--- src/rtl/sdram_arb.sv ---
`timescale 1ns/1ps
// sdram_arb: arbitrates a write stream, a read stream and refresh requests
// onto a single SDRAM controller command port. Bursts are bounded by
// BURST_LEN and every burst or refresh passes through IDLE before the next
// owner is chosen, so refresh latency is bounded by one burst plus drain.
//
// state | meaning
// IDLE  | no owner; pick next owner (refresh > write/read fairness rule)
// WR    | write burst, one word per accepted command
// RD    | read burst, issue up to BURST_LEN commands, drain all returns
// REF   | refresh command pending until the controller accepts it
module sdram_arb #(
  parameter int BURST_LEN = 16
) (
  input  logic        sdram_clk,
  input  logic        sdram_rst,
  input  logic        wr_req,
  input  logic [31:0] wr_addr,
  input  logic [15:0] wr_data,
  output logic        wr_valid,
  input  logic        wr_prio,
  input  logic        rd_req,
  input  logic [31:0] rd_addr,
  output logic        rd_cmd_ack,
  output logic        rd_valid,
  output logic [15:0] rd_data,
  input  logic        ref_req,
  output logic        ref_ack,
  output logic        mem_cmd_valid,
  output logic        mem_cmd_we,
  output logic        mem_cmd_ref,
  output logic [31:0] mem_cmd_addr,
  output logic [15:0] mem_wdata,
  input  logic        mem_cmd_ready,
  input  logic        mem_rvalid,
  input  logic [15:0] mem_rdata,
  output logic [1:0]  grant
);

  // One extra bit so the counters can hold BURST_LEN itself.
  localparam int CW = $clog2(BURST_LEN) + 1;
  localparam logic [CW-1:0] BL_FULL = CW'(BURST_LEN);
  localparam logic [CW-1:0] BL_LAST = CW'(BURST_LEN - 1);

  typedef enum logic [1:0] {
    S_IDLE = 2'd0,
    S_WR   = 2'd1,
    S_RD   = 2'd2,
    S_REF  = 2'd3
  } state_e;

  state_e        state_q, state_d;
  logic [CW-1:0] beat_q, beat_d;
  logic [CW-1:0] cmd_cnt_q, cmd_cnt_d;
  logic [CW-1:0] outst_q, outst_d;
  logic          last_rd_q, last_rd_d;   // 1: read stream owned the last burst
  logic          ref_ack_q, ref_ack_d;

  // Next-state decision, burst bookkeeping and command-port muxing.
  always_comb begin
    state_d       = state_q;
    beat_d        = beat_q;
    cmd_cnt_d     = cmd_cnt_q;
    outst_d       = outst_q;
    last_rd_d     = last_rd_q;
    ref_ack_d     = 1'b0;
    mem_cmd_valid = 1'b0;
    mem_cmd_we    = 1'b0;
    mem_cmd_ref   = 1'b0;
    mem_cmd_addr  = '0;
    mem_wdata     = '0;
    wr_valid      = 1'b0;
    rd_cmd_ack    = 1'b0;
    unique case (state_q)
      S_IDLE: begin
        beat_d    = '0;
        cmd_cnt_d = '0;
        if (ref_req) begin
          state_d = S_REF;
        end else if (wr_req && (wr_prio || !rd_req || last_rd_q)) begin
          state_d = S_WR;
        end else if (rd_req) begin
          state_d = S_RD;
        end
      end
      S_WR: begin
        mem_cmd_valid = wr_req;
        mem_cmd_we    = 1'b1;
        mem_cmd_addr  = wr_addr;
        mem_wdata     = wr_data;
        wr_valid      = wr_req & mem_cmd_ready;
        if (wr_valid) begin
          beat_d = beat_q + CW'(1);
        end
        if (!wr_req || (wr_valid && beat_q == BL_LAST)) begin
          state_d   = S_IDLE;
          beat_d    = '0;
          last_rd_d = 1'b0;
        end
      end
      S_RD: begin
        mem_cmd_valid = rd_req && (cmd_cnt_q < BL_FULL);
        mem_cmd_addr  = rd_addr;
        rd_cmd_ack    = mem_cmd_valid & mem_cmd_ready;
        if (rd_cmd_ack) begin
          cmd_cnt_d = cmd_cnt_q + CW'(1);
        end
        // A return with nothing in flight is a stray and must not underflow.
        if (rd_cmd_ack && !mem_rvalid) begin
          outst_d = outst_q + CW'(1);
        end else if (!rd_cmd_ack && mem_rvalid && outst_q != '0) begin
          outst_d = outst_q - CW'(1);
        end
        if (outst_q == '0 && (cmd_cnt_q == BL_FULL || !rd_req)) begin
          state_d   = S_IDLE;
          cmd_cnt_d = '0;
          last_rd_d = 1'b1;
        end
      end
      S_REF: begin
        mem_cmd_valid = 1'b1;
        mem_cmd_ref   = 1'b1;
        if (mem_cmd_ready) begin
          ref_ack_d = 1'b1;
          state_d   = S_IDLE;
        end
      end
      default: state_d = S_IDLE;
    endcase
  end

  // State and counter registers with synchronous reset.
  always_ff @(posedge sdram_clk) begin
    if (sdram_rst) begin
      state_q   <= S_IDLE;
      beat_q    <= '0;
      cmd_cnt_q <= '0;
      outst_q   <= '0;
      last_rd_q <= 1'b1;
      ref_ack_q <= 1'b0;
    end else begin
      state_q   <= state_d;
      beat_q    <= beat_d;
      cmd_cnt_q <= cmd_cnt_d;
      outst_q   <= outst_d;
      last_rd_q <= last_rd_d;
      ref_ack_q <= ref_ack_d;
    end
  end

  // Read returns only pass through while a read burst owns the port.
  always_comb begin
    rd_valid = mem_rvalid && (state_q == S_RD);
    rd_data  = rd_valid ? mem_rdata : '0;
    ref_ack  = ref_ack_q;
    grant    = state_q;
  end

endmodule

--- config.mk ---
export PLATFORM = sky130hd
export DESIGN_NAME = sdram_arb
export DESIGN_NICKNAME = d
export VERILOG_FILES = /design/src/rtl/sdram_arb.sv
export SDC_FILE = /design/constraint.sdc
export NUM_CORES = 1
export LEC_CHECK = 0
export CORE_ASPECT_RATIO = 1.75
export CORE_MARGIN = 5
export CORE_UTILIZATION = 43
export CTS_BUF_LIST = sky130_fd_sc_hd__clkbuf_8 sky130_fd_sc_hd__clkbuf_16
export DETAILED_ROUTE_END_ITERATION = 7
export DONT_BUFFER_PORTS = 1
export GPL_ROUTABILITY_DRIVEN = 0
export GPL_TIMING_DRIVEN = 0
export MAX_ROUTING_LAYER = met4
export SLEW_MARGIN = 20
export SYNTH_ARGS = -nofsm -noshare
export SYNTH_HDL_FRONTEND = slang
export SYNTH_SLANG_ARGS = --single-unit
--- constraint.sdc ---
create_clock -name sdram_clk -period 3.05 [get_ports sdram_clk]
set_input_delay 0.305 -clock sdram_clk [delete_from_list [all_inputs] [get_ports sdram_clk]]
set_output_delay 0.305 -clock sdram_clk [all_outputs]
set_load 0.02 [all_outputs]
==> results of run 1 <==
cells in the final DEF (no fill, tap or decap), types with 9 or more instances in the layout:
cell type / instances
a21oi_1: 10
and3_1: 20
o21ai_0: 9
nor2_1: 15
a22oi_1: 32
nand2_1: 10
dfxtp_1: 19
inv_1: 10
clkbuf_1: 17
ha_1: 11
nor2b_1: 33
and2_1: 17
worst max-delay path: cells and delay by family, from the launching register on:
kind            cells  cell delay [ns]
simple gates        1             0.42
compound gates      1             0.15
fa+ha+maj           1             0.36
flops               1             0.54
buf+inv             2             0.72
metrics by stage:
stage	instances	worst slack [ns]	total power [uW]	instance area, um^2
after floorplan	247	0.8164	1145	1841
after global placement	296	0.5504	1316	1902
after detailed placement	296	0.5167	1322	1902
after CTS	300	0.2315	1501	1947
after global routing	300	0.1383	1608	1948
final	300	0.2898	1498	1948
path summary, 6_finish.rpt:
check,from,slack [ns],cells past startpoint,to
setup reg to reg,cmd_cnt_q[4],0.59,8,outst_q[4]
hold / removal,mem_cmd_ready,0.19,1,ref_ack
hold reg to reg,outst_q[4],0.49,2,outst_q[4]
setup / recovery,grant[0],0.29,5,mem_cmd_addr[6]
power by group:
group	switching, uW	leakage (uW)	internal [uW]	total, uW
Sequential	44.7	0.000154	279	323
Combinational	669	0.000575	329	998
Clock	86.9	0.0000269	89.5	176
cell type report:
cell class	instances	area (um^2)	area share, %
Multi-Input combinational cell	201	1359	69.75
Sequential cell	19	380.4	19.52
Buffer	18	68.82	3.532
Tap cell	49	61.31	3.147
Clock buffer	3	41.29	2.119
Inverter	9	33.78	1.734
Clock inverter	1	3.754	0.1927
cell families after synthesis:
logic type / count (synthesis)
mux: 4
fa+ha+maj: 12
compound gates: 66
simple gates: 113
buf+inv: 27
flops: 19
xor+xnor: 6
layer usage:
metal / wire [um] / up-vias / global-route usage (%)
li1: - / 892 / -
met1: 2823 / 899 / 31.59
met2: 3473 / 130 / 41.88
met3: 789 / 4 / 4.920
met4: 48 / 0 / 4.348
met5: 0 / - / -
registers in the layout, summed over array words and instances (netlist names):
register / count
beat_q: 5
cmd_cnt_q: 5
outst_q: 5
grant: 2
last_rd_q: 1
ref_ack: 1
==> results_dict.tcl, run 1 <==
set metrics [dict create \
    synth.yosys.seq_area_share_pct 20.67 \
    dieArea_um2 5740 \
    die_h_um 96.55 \
    grt_max_degree 11 \
    postSynthRegisterBits 19 \
    cts_hold_buf 0 \
    syn_area_per_cell_um2 7.451 \
    cts_tree "yes" \
    vias 1925 \
    grt-ovfl-total 0 \
    netlist_area_um2 1841 \
    numCtsBuffers 3 \
    ios 177 \
    cts.sink_count 19 \
    cp.arrival_ns 2.46 \
    critPathMaxStageDelay_ns 0.54 \
    clock_path_buffers 2 \
    num_rows 31 \
    grt_usage_pct 25.18 \
    yosysMostFrequentCell "nor2b_1" \
    numPortBuffers 0 \
    status "completed" \
    muxShareOfSynthArea_pct 2.243 \
    endpoint_kind "output pin" \
    clockRootBuffer "clkbuf_8" \
    crit_path_frequent_cell "clkbuf_1" \
    start_util_pct 44.35 \
    skew_ns 0.007443 \
    nNetsFinal 368 \
    ant_nets 0 \
    hold_class "input port to flop" \
    yosys.area_share.simple_pct 35.89 \
    synth_adder_area_share_pct 8.566 \
    yosys-top-cells-count "33 x nor2b_1, 32 x a22oi_1, 20 x and3_1, 19 x dfxtp_1, 18 x clkbuf_1" \
    grt_pass1_wl_um 10630 \
    diodes 0 \
    clkTransAtPathRegs_ns 0.08 \
    hold_slack_ns 0.1897 \
    ir_drop_v 0.0003854 \
    timing_worst_setup_path_type "flop to output pin" \
    syn-instance-count 247 \
    tightest_slew_ns 0.6578 \
    power_leakage_uw 0.0007555 \
    postCtsSetupBuffers 0 \
    dr.pass1.iters 4 \
    antenna_found_initial 0 \
    final_hold_viol_count 0 \
    finalCriticalPeriod_ns 2.760 \
    clock_latency_ns 0.26 \
    fillers 456 \
    power_density_nw_per_um2 768.7 \
    netlist.area_leader.share_pct 20.67 \
    drive_above_1_share_pct 3.586 \
    synth-xor-area-share_pct 2.855 \
    slew_headroom_pct 55.94 \
    drv_cap 0 \
    critPathLaunchType "flop" \
    yosysTopAreaCell "dfxtp_1" \
    rsz0062_at_grt "false" \
    fmax_ghz 0.3623 \
    initialDrtViolationCount 85 \
    synth_warnings 0 \
    routed_via_density 6.417 \
    grt_pass1_vias 2053 \
    async_flop_share_pct 0 \
    setup_tns_ns 0 \
    drc 0 \
    slowest_stage "dfxtp_1" \
    design.core.area_um2 4150 \
    ctsResizeCount 0 \
    synth_cell_types 36 \
    cp_cell_sequence "ha_1, clkbuf_1, clkbuf_1, a22oi_1, nor2b_1" \
    drv_slew 0 \
    synth-edff-count 0 \
    routed_wl_um 7134 \
    required_ns 2.74 \
    cp_max_fo 10 \
    min_period_over_period_pct 90.50 \
    wl_per_cell_um 23.78 \
    synth_compound_area_share_pct 24.27 \
    dp_hpwl_um 6002 \
    area_growth_pct 5.846 \
    synth_fp_nets 363 \
    yosys-top-cells-area "dfxtp_1 21%, a22oi_1 13%, nor2b_1 11%" \
    synth-main-ff-cell "dfxtp_1" \
    htree_levels 1 \
    final_util_pct 46.94 \
    synth_top_family_by_area "simple AND/OR/NAND/NOR gates" \
    finalSetupViolations 0 \
    die_x_um 59.46 \
]
Power figures use the tool's default switching activity.
==> run 2, diff against run 1 <==
Settings changed: CORE_AREA set to 5 5 66 68, CORE_ASPECT_RATIO 1.75 to not set, CORE_MARGIN 5 to not set, CORE_UTILIZATION 43 to not set, DIE_AREA set to 0 0 71 73, PLACE_DENSITY set to 0.65.
==> run 2 against run 1 <==
Effect of this change: sequential power barely moved; hold slack improved by 0.0083 ns; die area fell by 9.7%; first-iteration DRC count rose by 12%; routed wire length fell by 14%; total power fell by 0.38%; combinational power fell by 2%; critical path depth did not move; clock-buffer cell count did not move; critical endpoint is now mem_cmd_valid; largest cell class unchanged.
==> results_dict.tcl, run 2 (synthesized netlist as in run 1, its figures left out) <==
set metrics [dict create \
    nNetsFinal 368 \
    grt_pass1_vias 1746 \
    internal_power_uw 697.9 \
    required_ns 2.74 \
    finalSetupViolations 0 \
    grt_usage_pct 22.06 \
    clock_latency_ns 0.27 \
    numPortBuffers 0 \
    clkTransAtPathRegs_ns 0.08 \
    cts_tree "yes" \
    switching_power_uw 793.9 \
    critPathLaunchType "flop" \
    reg_top3 "beat_q (5), cmd_cnt_q (5), outst_q (5)" \
    power_density_nw_per_um2 764.3 \
    clockRootBuffer "clkbuf_8" \
    design.core.area_um2 3799 \
    topRoutingLayerUsed "met4" \
    grt_pass1_wl_um 8859 \
    pwr-share-comb_pct 65.8 \
    antenna_found_initial 1 \
    cp_max_fo 10 \
    layout_commonest_cell "nor2b_1" \
    cts_hold_buf 0 \
    drc 0 \
    ant_nets 0 \
    hold_slack_ns 0.1980 \
    tightest_slew_ns 0.6208 \
    num_rows 23 \
    ios 177 \
    dp_hpwl_um 5073 \
    power_leakage_uw 0.0007508 \
    ctsResizeCount 0 \
    setup_tns_ns 0 \
    htree_levels 1 \
    vias 1876 \
    route.met3.wl_um 633 \
    drv_slew 0 \
    clock_path_buffers 2 \
    regArea_um2 380.4 \
    numCtsBuffers 3 \
    die_x_um 71 \
    initialDrtViolationCount 95 \
    met1_length_um 2452 \
    slew_headroom_pct 58.42 \
    area_growth_pct 6.050 \
    seqPwrFrac_pct 21.7 \
    multiInputGateArea_um2 1359 \
    die_h_um 73 \
    p_sw_share_pct 53.22 \
    grt_max_degree 12 \
    dr.pass1.iters 4 \
    fillers 384 \
    drive_above_1_share_pct 3.586 \
    wl_per_cell_um 20.41 \
    ir_drop_v 0.0003517 \
    routed_via_density 6.212 \
    p_clk_share_pct 12.5 \
    min_period_over_period_pct 91.95 \
    skew_ns 0.008616 \
    most-common-layout-cells "33 x nor2b_1, 32 x a22oi_1, 20 x and3_1" \
    drv_cap 0 \
    rsz0062_at_grt "false" \
    grt-ovfl-total 0 \
    timing_worst_setup_path_type "flop to output pin" \
    endpoint_kind "output pin" \
    fmax_ghz 0.3566 \
    status "completed" \
    met2WireLength_um 3013 \
    postCtsSetupBuffers 0 \
    hold_class "input port to flop" \
    dieArea_um2 5183 \
    cp.arrival_ns 2.50 \
    routed_wl_um 6164 \
    final_cells 302 \
    placed_cells 297 \
    finalCriticalPeriod_ns 2.805 \
    final_hold_viol_count 0 \
    cts.sink_count 19 \
    start_util_pct 48.45 \
]
[run 2: cell count changes in the layout (fill, tap and decap cells not counted)]
cell,before,now
clkbuf_1,17,18
clkbuf_2,1,0
clkinv_2,0,1
diode_2,0,1
inv_1,10,9
[run 2: final timing paths]
path	from	end	slack, ns	cells after the start
hold reg to reg	beat_q[4]	beat_q[4]	0.49	2
hold / removal	mem_cmd_ready	ref_ack	0.20	1
setup reg to reg	cmd_cnt_q[4]	outst_q[4]	0.60	8
setup / recovery	grant[0]	mem_cmd_valid	0.25	5
[run 2: worst max-delay path: stages (launching register included)]
cell and delay [ns]:
dfxtp_1 0.55, ha_1 0.38, clkbuf_1 0.32, clkbuf_1 0.40
a221oi_1 0.20, nor2_1 0.38
[run 2: power groups by stage]
stage | registers [uW] | clock network, uW | logic, uW
finish | 323 | 187 | 982
global route | 330 | 202 | 1070
CTS | 324 | 189 | 985
detailed placement | 330 | 0 | 981
global placement | 331 | 0 | 968
floorplan | 319 | 0 | 826
[run 2: layer usage]
layer | vias to the layer above | global-route usage [%]
li1 | 893 | -
met1 | 841 | 27.61
met2 | 134 | 34.60
met3 | 8 | 6.198
met4 | 0 | 6.681
met5 | - | -
[run 2: per-stage QoR]
stage	total power (uW)	instance area [um^2]	utilization, %	setup slack [ns]
6_report	1492	1952	51.38	0.2454
5_1_grt	1607	1952	51.38	0.02018
3_5_place_dp	1311	1903	50.10	0.4554
3_3_place_gp	1299	1903	50.10	0.4650
4_1_cts	1498	1949	51.32	0.1565
2_1_floorplan	1145	1841	-	0.8164
[run 2: final cells by class]
cell class,instances,area share (%)
multi-input cells,201,69.62
well taps,50,3.205
diodes,1,0.1282
clock inverters,1,0.2564
flip-flops and latches,19,19.49
plain buffers,18,3.462
inverters,9,1.731
clock buffers,3,2.115
==> run 3, diff against run 2 <==
Settings changed: CORE_AREA 5 5 66 68 to not set, CORE_ASPECT_RATIO set to 1.75, CORE_MARGIN set to 5, CORE_UTILIZATION set to 50, DIE_AREA 0 0 71 73 to not set, PLACE_DENSITY 0.65 to not set.
==> run 3 against run 2 <==
Effect of this change: sequential share of layout area up 0.063 points; via count shrank 0.59%; critical path depth is the same; fmax barely moved; critical path type unchanged; worst setup slack better by 0.0016 ns; sequential power barely moved; flip-flop and latch count is the same; clock skew is 0.0073 ns lower; clock-buffer cell count did not move; critical endpoint is now mem_wdata[6]; final cell count shrank 1.3%; hold slack worse by 0.0043 ns.
==> results_dict.tcl, run 3 (synthesized netlist as in run 1, its figures left out) <==
set metrics [dict create \
    design.core.area_um2 3592 \
    wl_per_cell_um 21.58 \
    area_growth_pct 5.711 \
    rr_worst_depth 8 \
    cts_tree "yes" \
    drv_slew 0 \
    die_h_um 90.26 \
    path_depth 5 \
    dieArea_um2 5042 \
    pwr-share-comb_pct 66.5 \
    min_period_over_period_pct 91.90 \
    drive_above_1_share_pct 3.187 \
    r2r_slack_ns 0.57 \
    endpoint_kind "output pin" \
    routed_wl_um 6430 \
    start_util_pct 51.24 \
    clkTransAtPathRegs_ns 0.08 \
    cp_max_fo 10 \
    power_leakage_uw 0.0007522 \
    final_cells 298 \
    grt_pass1_wl_um 10140 \
    tightest_slew_ns 0.6190 \
    finalCriticalPeriod_ns 2.803 \
    timing_worst_setup_path_type "flop to output pin" \
    clock_latency_ns 0.25 \
    clock_path_buffers 2 \
    dp_hpwl_um 5353 \
    required_ns 2.74 \
    status "completed" \
    postCtsSetupBuffers 0 \
    setup_tns_ns 0 \
    drv_cap 0 \
    path_delay_family "buffers and inverters" \
    slew_headroom_pct 58.54 \
    initialDrtViolationCount 49 \
    cts_hold_buf 0 \
    seqPwrFrac_pct 21.6 \
    stdcell_area_um2 1946 \
    clockRootBuffer "clkbuf_8" \
    slowest_stage "dfxtp_1" \
    numCtsBuffers 3 \
    layout_commonest_cell "nor2b_1" \
    r2r_start "cmd_cnt_q[4]" \
    critPathLaunchType "flop" \
    cp.arrival_ns 2.50 \
    routed_via_density 6.258 \
    rsz0062_at_grt "false" \
    cts.sink_count 19 \
    crit_path_frequent_cell "clkbuf_1" \
    place_area_um2 1898 \
    grt_usage_pct 25.42 \
    internal_power_uw 695.4 \
    power_density_nw_per_um2 761.1 \
    ios 177 \
    critPathCapture "mem_wdata[6]" \
    drc 0 \
    switching_power_uw 785.4 \
    placed_cells 293 \
    grt_pass1_vias 2000 \
    htree_levels 1 \
    most-common-layout-cells "33 x nor2b_1, 32 x a22oi_1, 20 x and3_1" \
    ant_nets 0 \
    finalSetupViolations 0 \
    p_sw_share_pct 53.04 \
    ir_drop_v 0.0004467 \
    fmax_ghz 0.3568 \
    grt-ovfl-total 0 \
    num_rows 29 \
    final_hold_viol_count 0 \
    skew_ns 0.001361 \
    numPortBuffers 0 \
    antenna_found_initial 0 \
    crit_path_start "grant[0]" \
    cp_cell_sequence "ha_1, clkbuf_1, clkbuf_1, clkbuf_1, and2_1" \
    critPathMaxStageDelay_ns 0.51 \
    reg_top3 "beat_q (5), cmd_cnt_q (5), outst_q (5)" \
    nNetsFinal 368 \
    r2r-end "outst_q[4]" \
    die_x_um 55.87 \
    vias 1865 \
    ctsResizeCount 0 \
    grt_max_degree 11 \
    p_clk_share_pct 11.9 \
    crit_buf_inv 3 \
    hold_class "input port to flop" \
    dr.pass1.iters 4 \
]
-- run 3: cell count changes in the layout (fill, tap and decap cells not counted) --
cell and change:
inv_1 +1, clkinv_2 -1
-- run 3: how the worst min path moves through the flow --
stage                        from       to  depth (start not counted)  slack, ns
finish              mem_cmd_ready  ref_ack                          1       0.19
detailed placement  mem_cmd_ready  ref_ack                          1       0.46
global placement    mem_cmd_ready  ref_ack                          1       0.46
global route        mem_cmd_ready  ref_ack                          1       0.20
CTS                 mem_cmd_ready  ref_ack                          1       0.19
floorplan           mem_cmd_ready  ref_ack                          1       0.45
-- run 3: per-stage QoR --
stage          utilization (%)  total power [uW]  setup WS, ns  hold WS (ns)
6_report                 54.16              1481        0.2470        0.1936
5_1_grt                  54.09              1603       0.09133        0.2037
4_1_cts                  54.09              1482        0.2457        0.1928
3_5_place_dp             52.84              1304        0.5465        0.4572
3_3_place_gp             52.84              1306        0.5358        0.4553
2_1_floorplan                -              1145        0.8164        0.4509
-- run 3: power by group through the flow --
| stage | clock network [uW] | logic [uW] | registers (uW) |
|---|---|---|---|
| after CTS | 177 | 983 | 321 |
| after detailed placement | 0 | 977 | 327 |
| after global routing | 183 | 1090 | 325 |
| final | 177 | 984 | 320 |
| after floorplan | 0 | 826 | 319 |
| after global placement | 0 | 978 | 327 |
-- run 3: worst register-to-register path: stages (launching register included) --
cell,delay [ns]
dfxtp_1,0.35
and3b_1,0.29
nand2b_1,0.19
fa_1,0.44
a21o_1,0.18
a21oi_1,0.16
mux2_2,0.36
or3_1,0.30
a21oi_1,0.14
-- run 3: cell type report --
type | instances | area [um^2]
multi-input combinational | 201 | 1359
clock buffer | 3 | 41.29
fill | 354 | 1647
inverter | 9 | 33.78
clock inverter | 1 | 3.754
sequential | 19 | 380.4
tap | 46 | 57.56
buffer | 18 | 67.56
antenna | 1 | 2.502
-- run 3: routing by layer --
metal | up-vias | wire (um) | part of all wire (%) | track usage, %
li1 | 893 | - | - | -
met1 | 860 | 2586 | 40 | 32.52
met2 | 106 | 3205 | 50 | 42.00
met3 | 6 | 559 | 8.7 | 4.435
met4 | 0 | 78 | 1.2 | 5.149
met5 | - | 0 | 0 | -
